$ cat src/rtl/seven_seg_pkg.sv
// ---------------------------------------------------------------------------
// seven_seg_pkg
// Shared constants for the seven-segment display path.
//   SEG_BLANK       : all segments off (active-low pattern)
//   SEG_A .. SEG_G  : bit positions of each segment inside a 7-bit pattern;
//                     A is the MSB and G is the LSB
//   HEX_0 .. HEX_F  : active-low segment patterns for each hex digit
//   hex_to_seg()    : nibble -> active-low segment pattern
// ---------------------------------------------------------------------------
package seven_seg_pkg;

    localparam logic [6:0] SEG_BLANK = 7'b1111111;

    localparam int SEG_A = 6;
    localparam int SEG_B = 5;
    localparam int SEG_C = 4;
    localparam int SEG_D = 3;
    localparam int SEG_E = 2;
    localparam int SEG_F = 1;
    localparam int SEG_G = 0;

    localparam logic [6:0] HEX_0 = 7'b0000001;
    localparam logic [6:0] HEX_1 = 7'b1001111;
    localparam logic [6:0] HEX_2 = 7'b0010010;
    localparam logic [6:0] HEX_3 = 7'b0000110;
    localparam logic [6:0] HEX_4 = 7'b1001100;
    localparam logic [6:0] HEX_5 = 7'b0100100;
    localparam logic [6:0] HEX_6 = 7'b0100000;
    localparam logic [6:0] HEX_7 = 7'b0001111;
    localparam logic [6:0] HEX_8 = 7'b0000000;
    localparam logic [6:0] HEX_9 = 7'b0000100;
    localparam logic [6:0] HEX_A = 7'b0001000;
    localparam logic [6:0] HEX_B = 7'b1100000;
    localparam logic [6:0] HEX_C = 7'b0110001;
    localparam logic [6:0] HEX_D = 7'b1000010;
    localparam logic [6:0] HEX_E = 7'b0110000;
    localparam logic [6:0] HEX_F = 7'b0111000;

    // Lower-case b and d are used so they cannot be confused with 8 and 0.
    function automatic logic [6:0] hex_to_seg(input logic [3:0] nibble);
        logic [6:0] pattern;
        case (nibble)
            4'h0:    pattern = HEX_0;
            4'h1:    pattern = HEX_1;
            4'h2:    pattern = HEX_2;
            4'h3:    pattern = HEX_3;
            4'h4:    pattern = HEX_4;
            4'h5:    pattern = HEX_5;
            4'h6:    pattern = HEX_6;
            4'h7:    pattern = HEX_7;
            4'h8:    pattern = HEX_8;
            4'h9:    pattern = HEX_9;
            4'hA:    pattern = HEX_A;
            4'hB:    pattern = HEX_B;
            4'hC:    pattern = HEX_C;
            4'hD:    pattern = HEX_D;
            4'hE:    pattern = HEX_E;
            default: pattern = HEX_F;
        endcase
        return pattern;
    endfunction

endpackage

$ cat src/rtl/seg_hex_rom.sv
// ---------------------------------------------------------------------------
// seg_hex_rom
// Purely combinational hex nibble to seven-segment decoder.
//   nibble : 4-bit hex value
//   seg    : active-low segment pattern {A,B,C,D,E,F,G}
// ---------------------------------------------------------------------------
module seg_hex_rom
    import seven_seg_pkg::*;
(
    input  logic [3:0] nibble,
    output logic [6:0] seg
);

    assign seg = hex_to_seg(nibble);

endmodule

$ cat src/rtl/seven_seg_scan_driver.sv
// ---------------------------------------------------------------------------
// seven_seg_scan_driver
// Time-multiplexed driver for NUM_DIGITS common-anode seven-segment digits.
// A loaded value is parked in a pending buffer and only becomes visible at
// the next frame boundary, so a frame never shows a mix of old and new data.
//   clk, rst_n  : clock and asynchronous active-low reset
//   load        : one-cycle strobe capturing value and dp_in
//   value       : packed hex nibbles, nibble 0 is the rightmost digit
//   dp_in       : decimal-point request per digit (1 = lit)
//   blank_lz    : blank leading zero digits (live, not captured)
//   seg         : active-low segments {A..G}
//   dp_n        : active-low decimal point
//   an_n        : active-low digit enables, at most one low
//   frame_start : one-cycle pulse when digit 0's slot begins
// ---------------------------------------------------------------------------
module seven_seg_scan_driver
    import seven_seg_pkg::*;
#(
    parameter int NUM_DIGITS  = 4,
    parameter int REFRESH_DIV = 50000,
    parameter int DEAD_CYCLES = 500
) (
    input  logic                      clk,
    input  logic                      rst_n,
    input  logic                      load,
    input  logic [4*NUM_DIGITS-1:0]   value,
    input  logic [NUM_DIGITS-1:0]     dp_in,
    input  logic                      blank_lz,
    output logic [6:0]                seg,
    output logic                      dp_n,
    output logic [NUM_DIGITS-1:0]     an_n,
    output logic                      frame_start
);

    localparam int CNT_W = (REFRESH_DIV > 1) ? $clog2(REFRESH_DIV) : 1;
    localparam int IDX_W = (NUM_DIGITS > 1) ? $clog2(NUM_DIGITS) : 1;

    localparam logic [CNT_W-1:0] CNT_LAST = CNT_W'(REFRESH_DIV - 1);
    localparam logic [CNT_W-1:0] CNT_DEAD = CNT_W'(DEAD_CYCLES);
    localparam logic [IDX_W-1:0] IDX_LAST = IDX_W'(NUM_DIGITS - 1);

    logic [CNT_W-1:0]          cnt;
    logic [IDX_W-1:0]          idx;
    logic [4*NUM_DIGITS-1:0]   pending_value;
    logic [NUM_DIGITS-1:0]     pending_dp;
    logic                      pending_valid;
    logic [4*NUM_DIGITS-1:0]   active_value;
    logic [NUM_DIGITS-1:0]     active_dp;

    logic                      slot_end;
    logic                      frame_end;
    logic [3:0]                sel_nibble;
    logic                      sel_dp;
    logic                      sel_lz;
    logic                      higher_zero;
    logic [NUM_DIGITS-1:0]     an_next;
    logic [6:0]                rom_seg;

    assign slot_end  = (cnt == CNT_LAST);
    assign frame_end = slot_end && (idx == IDX_LAST);

    // Slot counter and digit index. With a single digit IDX_LAST is 0, so
    // idx stays put and every slot end is also a frame end.
    always_ff @(posedge clk or negedge rst_n) begin
        if (!rst_n) begin
            cnt <= '0;
            idx <= '0;
        end else if (slot_end) begin
            cnt <= '0;
            idx <= (idx == IDX_LAST) ? '0 : idx + 1'b1;
        end else begin
            cnt <= cnt + 1'b1;
        end
    end

    // Double buffer. A load landing exactly on the frame edge bypasses the
    // pending stage so it is not held back a whole extra frame.
    always_ff @(posedge clk or negedge rst_n) begin
        if (!rst_n) begin
            pending_value <= '0;
            pending_dp    <= '0;
            pending_valid <= 1'b0;
            active_value  <= '0;
            active_dp     <= '0;
        end else if (frame_end) begin
            if (load) begin
                active_value <= value;
                active_dp    <= dp_in;
            end else if (pending_valid) begin
                active_value <= pending_value;
                active_dp    <= pending_dp;
            end
            pending_valid <= 1'b0;
        end else if (load) begin
            pending_value <= value;
            pending_dp    <= dp_in;
            pending_valid <= 1'b1;
        end
    end

    // Select the current digit's nibble and dp bit, decide whether it is a
    // leading zero (scanning from the top nibble down), and build the
    // one-cold anode vector. Digit 0 is never treated as a leading zero.
    always_comb begin
        sel_nibble  = 4'h0;
        sel_dp      = 1'b0;
        sel_lz      = 1'b0;
        higher_zero = 1'b1;
        an_next     = '1;
        for (int i = NUM_DIGITS - 1; i >= 0; i--) begin
            higher_zero = higher_zero & (active_value[4*i +: 4] == 4'h0);
            if (idx == IDX_W'(i)) begin
                sel_nibble = active_value[4*i +: 4];
                sel_dp     = active_dp[i];
                sel_lz     = higher_zero && (i > 0);
                an_next[i] = 1'b0;
            end
        end
    end

    seg_hex_rom u_rom (
        .nibble (sel_nibble),
        .seg    (rom_seg)
    );

    // Registered outputs. Segments are driven through the dead time too;
    // only the anodes are held off to stop the previous digit ghosting.
    always_ff @(posedge clk or negedge rst_n) begin
        if (!rst_n) begin
            seg         <= SEG_BLANK;
            dp_n        <= 1'b1;
            an_n        <= '1;
            frame_start <= 1'b0;
        end else begin
            if (blank_lz && sel_lz) begin
                seg  <= SEG_BLANK;
                dp_n <= 1'b1;
            end else begin
                seg  <= rom_seg;
                dp_n <= ~sel_dp;
            end
            an_n        <= (cnt < CNT_DEAD) ? '1 : an_next;
            frame_start <= frame_end;
        end
    end

endmodule

$ cat config.mk
export PLATFORM = sky130hd
export DESIGN_NAME = seven_seg_scan_driver
export DESIGN_NICKNAME = d
export VERILOG_FILES = /design/src/rtl/seven_seg_pkg.sv /design/src/rtl/seg_hex_rom.sv /design/src/rtl/seven_seg_scan_driver.sv
export SDC_FILE = /design/constraint.sdc
export NUM_CORES = 1
export LEC_CHECK = 0
export ABC_AREA = 1
export CAP_MARGIN = 20
export CORE_ASPECT_RATIO = 1.75
export CORE_MARGIN = 3
export CORE_UTILIZATION = 40
export CTS_CLUSTER_DIAMETER = 60
export DETAILED_ROUTE_END_ITERATION = 6
export PLACE_DENSITY = 0.66
export SKIP_CTS_REPAIR_TIMING = 1
export SLEW_MARGIN = 20
export SYNTH_ARGS = -nofsm -noshare
export SYNTH_HDL_FRONTEND = slang
export SYNTH_HIERARCHICAL = 1
export SYNTH_SLANG_ARGS = --single-unit
$ cat constraint.sdc
create_clock -name clk -period 2.25 [get_ports clk]
set_input_delay 0.3375 -clock clk [delete_from_list [all_inputs] [get_ports clk]]
set_output_delay 0.3375 -clock clk [all_outputs]
set_load 0.01 [all_outputs]
==> results.py <==
metrics = {
    "status": {
        "status": "finished, final reports clean",
    },
    "clock_network": {
        "clock-sinks": 72,
        "clk_pin_slew_ns": 0.05,
        "cts_tree": "built",
        "clock_latency_ns": 0.34,
        "htreeDepth": 3,
        "clockBufferDepth": 2,
        "cts_buffers": 9,
        "cts_root_buf": "clkbuf_16",
    },
    "sta": {
        "slew-limit-headroom_pct": 58.80,
        "holdWs_ns": 0.009177,
        "report.final.slew_viol_count": 0,
        "worst_slack_ns": 0.1973,
        "fmax_mhz": 487.2,
        "fin_worst_skew_ns": 0.01313,
        "setup_viol": 0,
        "hold_viol_final": 0,
        "layout_min_cycle_time_ns": 2.053,
        "finalCritPeriodShare_pct": 91.23,
        "tightest_slew_ns": 0.6128,
        "rsz0062_at_grt": "no",
    },
    "setup_path": {
        "crit_required_ns": 2.50,
        "cp.arrival_ns": 2.30,
        "worstSetupPathType": "reg -> reg",
        "cp_slowest_cell": "dfrtp_1",
        "path_cells": "inv_1 > ha_2 > inv_2 > nand2_1 > o211ai_1 > a21oi_1 > inv_1 > ha_1 > inv_1 > nand2_1 > nand3_1 > nand2_1 > inv_1 > nand2_1",
        "path_buf_inv": 5,
        "cp-start-kind": "flop",
        "critPathTopFamily": "buffers and inverters",
        "max_stage_delay_ns": 0.40,
        "setup.worst_path.end_class": "flop",
        "crit_path_max_fanout": 9,
    },
    "placement": {
        "routabilityCongestion": 0.8582,
        "post-dp-hpwl_um": 6006,
        "dpl_cell_area_mm2": 0.004417,
        "portBuffers": 36,
        "dpl_worst_slack_ns": 0.01582,
    },
    "final_layout": {
        "diodes": 0,
        "final_nets": 592,
        "synthToLayoutAreaGrowth_pct": 19.95,
        "final_design_area_no_fill_mm2": 0.004732,
        "final_util_pct": 49.67,
        "layout-drive-gt1-share_pct": 10.18,
    },
    "detailed_routing": {
        "routed_wl_um": 8515,
        "wl_per_cell_um": 12.49,
        "first_iter_violations": 265,
        "routed_via_density": 4.913,
        "vias": 3351,
        "ant_nets": 0,
        "drcViolationCount": 0,
        "drtPass1Iterations": 7,
    },
    "synthesis": {
        "syn_inst": 521,
        "synthesis.area_mm2": 0.003945,
        "synth_cell_types": 28,
        "synth-main-ff-cell": "dfrtp_1",
        "postSynthAreaPerCell_um2": 7.572,
        "synth_area_leader_cell": "dfrtp_1",
        "syn_nets": 557,
        "synth_edf_count": 0,
        "yosys.area.top_type_share_pct": 38.06,
        "synth_seq_cells": 72,
        "synth.area.top_cells": "dfrtp_1 38%, nand2_1 17%, dfstp_2 8.0%",
        "async_reset_ff_share_pct": 100.0,
        "seq_area_frac_synth_pct": 46.05,
        "yosysWarningCount": 6,
    },
    "floorplanning": {
        "die-area_mm2": 0.01114,
        "fp.dieW_um": 81.07,
        "start_util_pct": 41.41,
        "ioPinCount": 37,
        "rows": 47,
        "coreArea_mm2": 0.009527,
        "die_h_um": 137.4,
    },
    "pwr": {
        "p_leak_nw": 2.397,
        "ir_drop_uv": 444.3,
        "powerDensity_mw_per_mm2": 624.3,
        "power_mw": 2.954,
    },
    "hold_path": {
        "hold_class": "in -> async",
    },
    "grt": {
        "grt_overflow_total": 0,
        "grt_pass1_wl_um": 14600,
        "antenna_found_initial": 0,
        "grt_start_max_net_pins": 73,
        "grt_pass1_vias": 3284,
        "track_usage_pct": 17.02,
    },
    "run": {
        "cap_violations": 0,
    },
}
-- Yosys cell counts (3+ instances only) --
master / instances
nand2_1: 174
clkbuf_1: 5
inv_1: 65
buf_2: 12
a21oi_1: 14
nor2_4: 3
dfrtp_1: 60
nor2_1: 36
dfstp_2: 12
nor3_1: 3
nand4_1: 23
o21ai_0: 29
ha_1: 12
xor2_1: 6
o211ai_1: 3
buf_6: 6
nand3_1: 41
nand3_2: 3
-- sequential cells by signal, summed over array words and instances, names as in the netlist --
signal / flops
active_dp: 4
active_value: 16
an_n: 4
cnt: 16
dp_n: 1
frame_start: 1
idx: 2
pending_dp: 4
pending_valid: 1
pending_value: 16
seg: 7
-- power breakdown --
part / total [mW] / switching (mW) / internal, mW
combinational: 0.161 / 0.0893 / 0.0714
sequential: 1.34 / 0.0162 / 1.33
clock: 1.45 / 0.511 / 0.938
total: 2.95 / 0.616 / 2.34
-- stage by stage --
stage                     setup TNS (ns)  cells
after floorplan                        0    521
after global placement                 0    667
after detailed placement               0    667
after CTS                       -0.02861    682
after global routing                   0    682
final                                  0    682
-- routing by layer --
layer  up-vias  GRT usage [%]  part of all wire [%]
li1       1706              -                     -
met1      1545          18.34                    39
met2        79          30.65                    55
met3        21          3.599                   3.1
met4         0          8.553                   2.3
met5         -              0                     0
-- area by class of cell --
| cell class | count | area (um2) |
|---|---|---|
| Timing Repair Buffer | 49 | 473.0 |
| Clock buffer | 12 | 266.5 |
| Fill cell | 945 | 4795 |
| Tap cell | 122 | 152.6 |
| Sequential cell | 72 | 1817 |
| Multi-Input combinational cell | 357 | 1732 |
| Inverter | 67 | 251.5 |
| Clock inverter | 3 | 40.04 |
-- kinds of logic (layout without fill, tap and decap cells) --
group	Yosys count	count (layout)	synth area share (%)
XOR/XNOR	6	6	1.332
adder cells (fa/ha/maj)	12	12	3.806
AO/OA/AOI/OAI	52	52	7.073
buffers and inverters	92	131	10.28
flip-flops	72	72	46.05
AND/OR/NAND/NOR	287	287	31.46
-- path summary, 6_finish.rpt --
kind,start,to,slack [ns],depth (start not counted)
max,idx[0],seg[6],0.20,14
min,rst_n,frame_start,0.009,2
max reg2reg,idx[0],seg[6],0.20,14
min reg2reg,pending_dp[3],pending_dp[3],0.47,2
max in group asynchronous,rst_n,dp_n,1.88,2
min in group clk,load,pending_value[12],0.46,3
-- placed cells by master, fill, tap and decap left out, types with 3 or more instances in the layout --
| master | netlist | layout |
|---|---|---|
| dfrtp_1 | 60 | 60 |
| o21ai_0 | 29 | 27 |
| buf_4 | 0 | 11 |
| dfstp_2 | 12 | 12 |
| clkdlybuf4s50_1 | 0 | 34 |
| ha_1 | 12 | 10 |
| clkbuf_8 | 0 | 3 |
| nand2_1 | 174 | 174 |
| inv_1 | 65 | 65 |
| nor2_4 | 3 | 3 |
| nand4_1 | 23 | 23 |
| a21oi_1 | 14 | 13 |
| nor2_1 | 36 | 36 |
| nor3_1 | 3 | 3 |
| nand3_2 | 3 | 3 |
| o21ai_1 | 2 | 4 |
| nand3_1 | 41 | 41 |
| clkbuf_16 | 0 | 9 |
| o211ai_1 | 3 | 3 |
| xor2_1 | 6 | 6 |
-- worst register-to-register path, delay by kind of cell (launching register included) --
family                     cells  cell delay (ns)
and+or+nand+nor                5             0.35
DFF                            1             0.40
adders and majority gates      2             0.43
buffers and inverters          5             0.48
AOI/OAI and AO/OA              2             0.30
No activity file was read; power rests on OpenSTA's default activity.
